--- src/rtl/tile_loader_if.sv ---
// Pixel-stream and window-handshake bundle between the tile loader and its
// neighbours. The master modport is the loader side; slave is the environment
// side (input pixel FIFO, pixel matrix and convolution datapath).
interface tile_loader_if #(
  parameter int PIXEL_W = 4
);
  logic                             pixel_valid;
  logic [PIXEL_W-1:0]               pixel_data;
  logic                             pixel_ready;
  logic                             conv_done;
  logic [3:0][3:0][PIXEL_W-1:0]     buffer_pixels;
  logic                             load_enable;
  logic [1:0]                       select;
  logic                             win_valid;
  logic                             tile_done;
  logic [4:0]                       fill_count;

  modport master (
    input  pixel_valid, pixel_data, conv_done,
    output pixel_ready, buffer_pixels, load_enable, select, win_valid,
           tile_done, fill_count
  );

  modport slave (
    output pixel_valid, pixel_data, conv_done,
    input  pixel_ready, buffer_pixels, load_enable, select, win_valid,
           tile_done, fill_count
  );
endinterface

--- src/rtl/tile_loader.sv ---
// Tile loader: gathers 16 raster pixels into a 4x4 tile, strobes load_enable
// for one cycle, then walks select through the four 3x3 window positions,
// advancing on each conv_done. flush drops any partial tile / window walk.
// Optional macro EARLY_FILL_EN: keep filling the next tile during the window
// walk and chain straight into the next LOAD when that tile is complete.
module tile_loader #(
  parameter int PIXEL_W = 4
) (
  input  logic          clk,
  input  logic          n_rst,
  input  logic          flush,
  tile_loader_if.master bus
);

  typedef enum logic [1:0] {
    ST_FILL = 2'd0,
    ST_LOAD = 2'd1,
    ST_WIN  = 2'd2
  } state_e;

  state_e                         state_q, state_d;
  logic [4:0]                     fill_q, fill_d;
  logic [3:0][3:0][PIXEL_W-1:0]   buf_q, buf_d;
  logic [1:0]                     win_cnt_q, win_cnt_d;
  logic                           load_q, load_d;
  logic                           winv_q, winv_d;
  logic                           tdone_q, tdone_d;

  logic                           fill_open_s;
  logic                           ready_s;
  logic                           xfer_s;

  // Decide whether the tile buffer may take a pixel this cycle.
  always_comb begin
    fill_open_s = 1'b0;
`ifdef EARLY_FILL_EN
    // The pixel matrix holds its own copy once LOAD has passed, so the
    // buffer may be refilled while windows are still being processed.
    if ((state_q == ST_FILL) || (state_q == ST_WIN)) begin
      fill_open_s = 1'b1;
    end else begin
      fill_open_s = 1'b0;
    end
`else
    if (state_q == ST_FILL) begin
      fill_open_s = 1'b1;
    end else begin
      fill_open_s = 1'b0;
    end
`endif
    // A pixel offered together with flush is dropped, so refuse it.
    ready_s = fill_open_s && (fill_q < 5'd16) && !flush;
    xfer_s  = ready_s && bus.pixel_valid;
  end

  // Next-state, buffer write and window stepping.
  always_comb begin
    state_d   = state_q;
    fill_d    = fill_q;
    buf_d     = buf_q;
    win_cnt_d = win_cnt_q;
    tdone_d   = 1'b0;

    if (xfer_s) begin
      buf_d[fill_q[3:2]][fill_q[1:0]] = bus.pixel_data;
      fill_d = fill_q + 5'd1;
    end else begin
      fill_d = fill_q;
    end

    if (flush) begin
      state_d   = ST_FILL;
      fill_d    = 5'd0;
      win_cnt_d = 2'd0;
    end else begin
      case (state_q)
        ST_FILL: begin
          if (fill_d == 5'd16) begin
            state_d   = ST_LOAD;
            win_cnt_d = 2'd0;
`ifdef EARLY_FILL_EN
            fill_d    = 5'd0;
`endif
          end else begin
            state_d = ST_FILL;
          end
        end
        ST_LOAD: begin
          state_d = ST_WIN;
        end
        ST_WIN: begin
          if (bus.conv_done) begin
            if (win_cnt_q == 2'd3) begin
              tdone_d   = 1'b1;
              win_cnt_d = 2'd0;
`ifdef EARLY_FILL_EN
              // A next tile completed during the walk goes straight to LOAD.
              if (fill_d == 5'd16) begin
                state_d = ST_LOAD;
                fill_d  = 5'd0;
              end else begin
                state_d = ST_FILL;
              end
`else
              state_d = ST_FILL;
              fill_d  = 5'd0;
`endif
            end else begin
              win_cnt_d = win_cnt_q + 2'd1;
            end
          end else begin
            win_cnt_d = win_cnt_q;
          end
        end
        default: begin
          state_d   = ST_FILL;
          fill_d    = 5'd0;
          win_cnt_d = 2'd0;
        end
      endcase
    end

    load_d = (state_d == ST_LOAD);
    winv_d = (state_d == ST_WIN);
  end

  // State and output registers with asynchronous active-low reset.
  always_ff @(posedge clk or negedge n_rst) begin
    if (!n_rst) begin
      state_q   <= ST_FILL;
      fill_q    <= 5'd0;
      buf_q     <= '0;
      win_cnt_q <= 2'd0;
      load_q    <= 1'b0;
      winv_q    <= 1'b0;
      tdone_q   <= 1'b0;
    end else begin
      state_q   <= state_d;
      fill_q    <= fill_d;
      buf_q     <= buf_d;
      win_cnt_q <= win_cnt_d;
      load_q    <= load_d;
      winv_q    <= winv_d;
      tdone_q   <= tdone_d;
    end
  end

  assign bus.pixel_ready   = ready_s;
  assign bus.buffer_pixels = buf_q;
  assign bus.load_enable   = load_q;
  assign bus.select        = win_cnt_q;
  assign bus.win_valid     = winv_q;
  assign bus.tile_done     = tdone_q;
  assign bus.fill_count    = fill_q;

endmodule

--- src/flat_wrapper.sv ---
// flat-port wrapper written by rule: the top's interface ports become plain ports
module tile_loader_flat 
#(
  parameter int PIXEL_W = 4
)
  (clk, n_rst, flush, bus_pixel_valid, bus_pixel_data, bus_conv_done, bus_pixel_ready, bus_buffer_pixels, bus_load_enable, bus_select, bus_win_valid, bus_tile_done, bus_fill_count);
  tile_loader_if #(.PIXEL_W(PIXEL_W)) bus_i ();
  input  logic clk;
  input  logic n_rst;
  input  logic flush;
  input wire logic [$bits(bus_i.pixel_valid)-1:0] bus_pixel_valid;
  input wire logic [$bits(bus_i.pixel_data)-1:0] bus_pixel_data;
  input wire logic [$bits(bus_i.conv_done)-1:0] bus_conv_done;
  output wire logic [$bits(bus_i.pixel_ready)-1:0] bus_pixel_ready;
  output wire logic [$bits(bus_i.buffer_pixels)-1:0] bus_buffer_pixels;
  output wire logic [$bits(bus_i.load_enable)-1:0] bus_load_enable;
  output wire logic [$bits(bus_i.select)-1:0] bus_select;
  output wire logic [$bits(bus_i.win_valid)-1:0] bus_win_valid;
  output wire logic [$bits(bus_i.tile_done)-1:0] bus_tile_done;
  output wire logic [$bits(bus_i.fill_count)-1:0] bus_fill_count;
  assign bus_i.pixel_valid = bus_pixel_valid;
  assign bus_i.pixel_data = bus_pixel_data;
  assign bus_i.conv_done = bus_conv_done;
  assign bus_pixel_ready = bus_i.pixel_ready;
  assign bus_buffer_pixels = bus_i.buffer_pixels;
  assign bus_load_enable = bus_i.load_enable;
  assign bus_select = bus_i.select;
  assign bus_win_valid = bus_i.win_valid;
  assign bus_tile_done = bus_i.tile_done;
  assign bus_fill_count = bus_i.fill_count;
  tile_loader #(.PIXEL_W(PIXEL_W)) u_core (.clk(clk), .n_rst(n_rst), .flush(flush), .bus(bus_i));
endmodule
--- config.mk ---
export PLATFORM = sky130hd
export DESIGN_NAME = tile_loader_flat
export DESIGN_NICKNAME = d
export VERILOG_FILES = /design/src/rtl/tile_loader_if.sv /design/src/rtl/tile_loader.sv /design/src/flat_wrapper.sv
export SDC_FILE = /design/constraint.sdc
export NUM_CORES = 1
export LEC_CHECK = 0
export CORE_MARGIN = 2
export CORE_UTILIZATION = 49
export DETAILED_ROUTE_END_ITERATION = 12
export PLACE_DENSITY = 0.8
export SLEW_MARGIN = 15
export SYNTH_ARGS = -nofsm -noshare
export SYNTH_HDL_FRONTEND = slang
export SYNTH_SLANG_ARGS = --single-unit
--- constraint.sdc ---
create_clock -name clk -period 2.4 [get_ports clk]
set_input_delay 0.36 -clock clk [delete_from_list [all_inputs] [get_ports clk]]
set_output_delay 0.36 -clock clk [all_outputs]
set_load 0.005 [all_outputs]
# Yosys cells after proc, flatten, opt, wreduce, memory -nomap -nowiden
# Index checks and enable logic that the tools add are counted.
word_totals:
  reg_bits: 76
  latchBits: 0
  ram_bits: 0
  romBits: 0
  input_bits: 9
  out_inout_bits: 75
  n_memories: 0
classes:
  add_sub_neg: 2
  mul: 0
  div_mod_pow: 0
  magnitude_cmp: 5
  n_eq_ne: 9
  n_shift: 0
  muxes: 25
  n_bitwise: 0
  n_reduce_logical: 9
ops:
  columns: ["op", "n"]
  rows:
  - ["$bwmux W64", 1]
  - ["$demux W16 S2", 1]
  - ["$mux W5", 4]
  - ["$mux W16", 1]
  - ["$mux W2", 7]
  - ["$pmux W2 S3", 2]
  - ["$pmux W5 S2", 1]
  - ["$demux W4 S2", 1]
  - ["$eq A2 B2 Y1 const B", 3]
  - ["$lt A2 B3 Y1 const B", 2]
  - ["$mux W1", 6]
  - ["$ne A3 B3 Y1 const B", 2]
  - ["$add A5 B1 Y5 const B", 1]
  - ["$eq A5 B5 Y1 const B", 1]
  - ["$logic_and A1 B1 Y1", 5]
  - ["$lt A5 B5 Y1 const B", 1]
  - ["$eq A2 B1 Y1 const B", 2]
  - ["$ge A2 B1 Y1 const B", 2]
  - ["$mux W4", 1]
  - ["$reduce_and A3 Y1", 1]
  - ["$add A2 B1 Y2 const B", 1]
  - ["$logic_not A2 Y1", 1]
  - ["$ne A2 B2 Y1 const B", 1]
  - ["$reduce_or A2 Y1", 1]
  - ["$logic_not A1 Y1", 1]

# Longest topological paths before layout
logic_depth:
  word_depth: 11
  depth_mapped: 6

# Worst setup path after synthesis
# OpenSTA, ideal clock, no wires.
synth_path:
  kind: "register to register"
  start: "register u_core.fill_q[4], in the netlist u_core.bus.fill_count[4]"
  end: "register u_core.buf_q, in the netlist u_core.bus.buffer_pixels[20]"
  setup_time_ps: 125
  arrival_time_ps: 1618
  required_ps: 2275
  setup_slack_ps: 657
  path_stages_with_launch: 7
  path_cell_list: "dfrtp_1 nor4_2 buf_4 and2_4 buf_12 nand3_4 mux2_4"
synth_via:
  elab_chain_cells: 4
synth_rtl:
  columns: ["item", "line_no", "text"]
  rows:
  - ["from (decl)", "tile_loader.sv:22", "logic [4:0] fill_q, fill_d;"]
  - ["from (signal assigned)", "tile_loader.sv:139", "fill_q <= fill_d;"]
  - ["$lt A5 B5 Y1", "tile_loader.sv:52", "ready_s = fill_open_s && (fill_q < 5'd16) && !flush;"]
  - ["$logic_and A1 B1 Y1 (2 in a row)", "tile_loader.sv:52", null]
  - ["via bus_pixel_ready", "flat_wrapper.sv:14", "output wire logic [$bits(bus_i.pixel_ready)-1:0] bus_pixel_ready;"]
  - ["$logic_and A1 B1 Y1", "tile_loader.sv:53", "xfer_s = ready_s && bus.pixel_valid;"]
  - ["to (signal assigned)", "tile_loader.sv:140", "buf_q <= buf_d;"]
  - ["to (decl)", "tile_loader.sv:23", "logic [3:0][3:0][PIXEL_W-1:0] buf_q, buf_d;"]
# The timed path passes the listed nets, and every way through them passes these cells.
# A chain may end at the register's enable or synchronous reset.

# Final worst setup path
layout_path:
  start: "input port flush"
  end: "output port bus_pixel_ready"
layout_via:
  elab_chain_cells: 2
layout_rtl:
  columns: ["item", "line_no", "text"]
  rows:
  - ["from (decl)", "flat_wrapper.sv:10", "input logic flush;"]
  - ["$logic_not A1 Y1", "tile_loader.sv:52", null]
  - ["$logic_and A1 B1 Y1", "tile_loader.sv:52", null]
  - ["to (decl)", "flat_wrapper.sv:14", null]
# Every way passes these cells.

==> load_flow_metrics.sql <==
INSERT INTO impl_metrics (metric_group, metric, value, unit) VALUES
('grt', 'via_count_of_the_first_global_routing_pass', '2064', ''),
('yosys', 'synth_nets', '235', ''),
('clock_network', 'cts_setup_buffers', '0', ''),
('clock_network', 'clock_latency', '0.35', 'ns'),
('yosys', 'ys_ff_latch', '76', ''),
('power_and_ir_drop', 'total_leakage_power', '2.14', 'nW'),
('cells_and_area', 'num-fill-cells', '488', ''),
('power_and_ir_drop', 'total_switching_power', '0.000642', 'W'),
('clock_network', 'cts_sinks', '76', ''),
('grt', 'maximum_number_of_pins_on_one_net_before_global_route_repair', '77', ''),
('yosys', 'register_area_share_after_synthesis', '0.566', ''),
('worst_hold_path', 'hold_path_class', 'in2async', ''),
('drt', 'vias', '2035', ''),
('cells_and_area', 'final_cell_mix', 'sky130_fd_sc_hd__clkdlybuf4s50_1 (82), sky130_fd_sc_hd__dfrtp_1 (76), sky130_fd_sc_hd__mux2_2 (35)', ''),
('clock_network', 'clock-root-buffer', 'sky130_fd_sc_hd__clkbuf_8', ''),
('cells_and_area', 'design.final.nets', '323', ''),
('power_and_ir_drop', 'power_frac_clock', '0.371', ''),
('die', 'die_height', '86.8', 'um'),
('power_and_ir_drop', 'power_density', '608', 'nW/um^2'),
('setup_path', 'cp_cell_sequence', 'clkdlybuf4s50_1, nor4_2, clkdlybuf4s50_1', ''),
('timing', 'max-slew-margin-rel', '0.386', ''),
('grt', 'antenna_found_initial', '0', ''),
('power_and_ir_drop', 'vdd.ir_drop.worst', '0.295', 'mV'),
('yosys', 'avgSynthCellArea', '15.2', 'um^2'),
('die', 'die_w', '86.8', 'um'),
('timing', 'tightestPinTransition', '0.921', 'ns'),
('die', 'fp.dieArea', '7540', 'um^2'),
('setup_path', 'cp_max_fo', '2', ''),
('yosys', 'synth_edf_count', '0', ''),
('timing', 'max_freq', '0.487', 'GHz'),
('yosys', 'synth_area', '3360', 'um^2'),
('drt', 'wl_per_cell', '17.1', 'um'),
('placement', 'port_buffers', '83', ''),
('die', 'initial_utilization', '0.500', ''),
('setup_path', 'startpoint_type', 'primary input', ''),
('clock_network', 'h_tree_depth', '3', ''),
('clock_network', 'clock_tree.buffer_depth', '2', ''),
('setup_path', 'critical_path_class', 'in2out', ''),
('setup_path', 'worstPathArrival', '1.69', 'ns'),
('placement', 'detailed_place_hpwl', '4.67', 'mm'),
('cells_and_area', 'insertedDiodeCount', '0', ''),
('drt', 'drt_first_pass_iters', '4', ''),
('clock_network', 'clkTransAtPathRegs', '0.08', 'ns'),
('setup_path', 'worstSetupEndpointType', 'output port', ''),
('cells_and_area', 'synthToLayoutAreaGrowth', '33.9', '%'),
('setup_path', 'most_common_cell_type_on_the_critical_path', 'sky130_fd_sc_hd__clkdlybuf4s50_1', ''),
('drt', 'antenna_left', '0', ''),
('yosys', 'ys.flop_type', 'sky130_fd_sc_hd__dfrtp_1', ''),
('timing', 'timing.final.crit_share', '0.856', ''),
('timing', 'fin_tns_setup', '0', 'ns'),
('power_and_ir_drop', 'netSwitchingFraction', '0.235', ''),
('grt', 'grtUsageTotal', '0.193', ''),
('die', 'floorplan.rows', '30', ''),
('drt', 'drc_errors', '0', ''),
('timing', 'hold_violations', '0', ''),
('clock_network', 'cts_buffers', '9', ''),
('power_and_ir_drop', 'p_int', '0.00209', 'W'),
('cells_and_area', 'final_layout_size_suffix_gt1_frac', '0.322', ''),
('job', 'maxcap_violations', '0', ''),
('clock_network', 'cts_tree', 'done', ''),
('clock_network', 'ctsHoldBuffers', '0', ''),
('timing', 'final.setup_skew', '0.00811', 'ns'),
('drt', 'vias_per_std_cell', '5.16', ''),
('grt', 'total_grt_overflow', '0', ''),
('outcome', 'run_status', 'completed', ''),
('drt', 'postRouteWirelength', '6.72', 'mm'),
('setup_path', 'cp_data_required_time', '2.04', 'ns'),
('yosys', 'ys.warnings.count', '0', ''),
('power_and_ir_drop', 'p_total', '0.00273', 'W'),
('die', 'core-area', '6720', 'um^2'),
('grt', 'grt_first_pass_wirelength', '10.8', 'mm');
-- per-layer routing --
layer | GRT usage | wire, um | up-vias
met5 | 0 | 0 | -
met4 | 0.0767 | 93 | 0
met1 | 0.267 | 3100 | 1019
met3 | 0.0448 | 243 | 10
met2 | 0.294 | 3290 | 53
li1 | - | - | 953
-- critical path, delay by kind of cell --
family | cells | cell delay (ns)
buffers and inverters | 2 | 0.99
AND/OR/NAND/NOR | 1 | 0.34
-- Yosys cell counts, drive strengths merged, types with 2 or more instances --
cell / n / area, um^2
nand2: 7 / 26.3
nand4: 3 / 18.8
nand3: 11 / 155
ha: 5 / 62.6
and2b: 2 / 15.0
and3: 3 / 18.8
a21oi: 2 / 10.0
nor2: 11 / 41.3
buf: 3 / 32.5
dfrtp: 76 / 1900
xor2: 2 / 17.5
o21ai: 2 / 10.0
and2: 4 / 27.5
and4: 2 / 17.5
mux2: 67 / 875
clkbuf: 8 / 30.0
inv: 2 / 7.51
-- power groups by stage --
stage / Clock (W) / Combinational (W) / Sequential (W)
2_1_floorplan: 0 / 0.000132 / 0.00141
3_3_place_gp: 0 / 0.000331 / 0.00141
3_5_place_dp: 0 / 0.000340 / 0.00141
4_1_cts: 0.00104 / 0.000341 / 0.00139
5_1_grt: 0.00110 / 0.000362 / 0.00139
6_report: 0.00101 / 0.000335 / 0.00139
-- flip-flops by register name, summed over array words and instances (netlist names) --
name,cells
u_core.bus.buffer_pixels,64
u_core.bus.win_valid,1
u_core.state_q,2
u_core.bus.select,2
u_core.bus.fill_count,5
u_core.bus.load_enable,1
u_core.bus.tile_done,1
-- logic make-up (layout without fill, tap and decap cells) --
group,after synthesis,after routing,share of synthesized area
AO/OA/AOI/OAI,7,7,0.0134
XOR/XNOR,3,3,0.00782
buffers and inverters,13,106,0.0208
flip-flops,76,76,0.566
adder cells (fa/ha/maj),5,5,0.0186
AND/OR/NAND/NOR,50,50,0.113
multiplexers,67,67,0.260
-- metrics by stage --
stage	hold slack (ns)	cell area [um^2]	cells	worst slack, ns	util
6_report	0.139	4500	394	0.346	0.670
5_1_grt	0.224	4500	394	0.202	0.670
4_1_cts	0.180	4500	394	0.327	0.670
3_5_place_dp	0.493	4290	378	0.0969	0.638
3_3_place_gp	0.489	4290	378	0.176	0.638
2_1_floorplan	0.0644	3360	221	0.657	-
-- final timing paths --
check	from	end	slack [ns]	cells after the start
min reg2reg	u_core.bus.buffer_pixels[30]	u_core.bus.buffer_pixels[30]	0.51	1
max in group asynchronous	n_rst	u_core.bus.select[1]	1.65	1
max reg2reg	u_core.bus.fill_count[4]	u_core.bus.buffer_pixels[35]	0.47	6
min	n_rst	u_core.bus.buffer_pixels[22]	0.14	1
min in group clk	u_core.bus.buffer_pixels[30]	u_core.bus.buffer_pixels[30]	0.51	1
max	flush	bus_pixel_ready	0.35	3
-- area by class of cell --
cell class / count / area (um^2) / share of cell area
inverter: 2 / 7.51 / 0.00167
tap: 80 / 100 / 0.0222
multi-input combinational: 132 / 1390 / 0.309
sequential: 76 / 1900 / 0.423
clock inverter: 5 / 58.8 / 0.0131
clock buffer: 11 / 151 / 0.0336
timing repair buffer: 88 / 891 / 0.198
No activity file was read; power rests on OpenSTA's default activity.
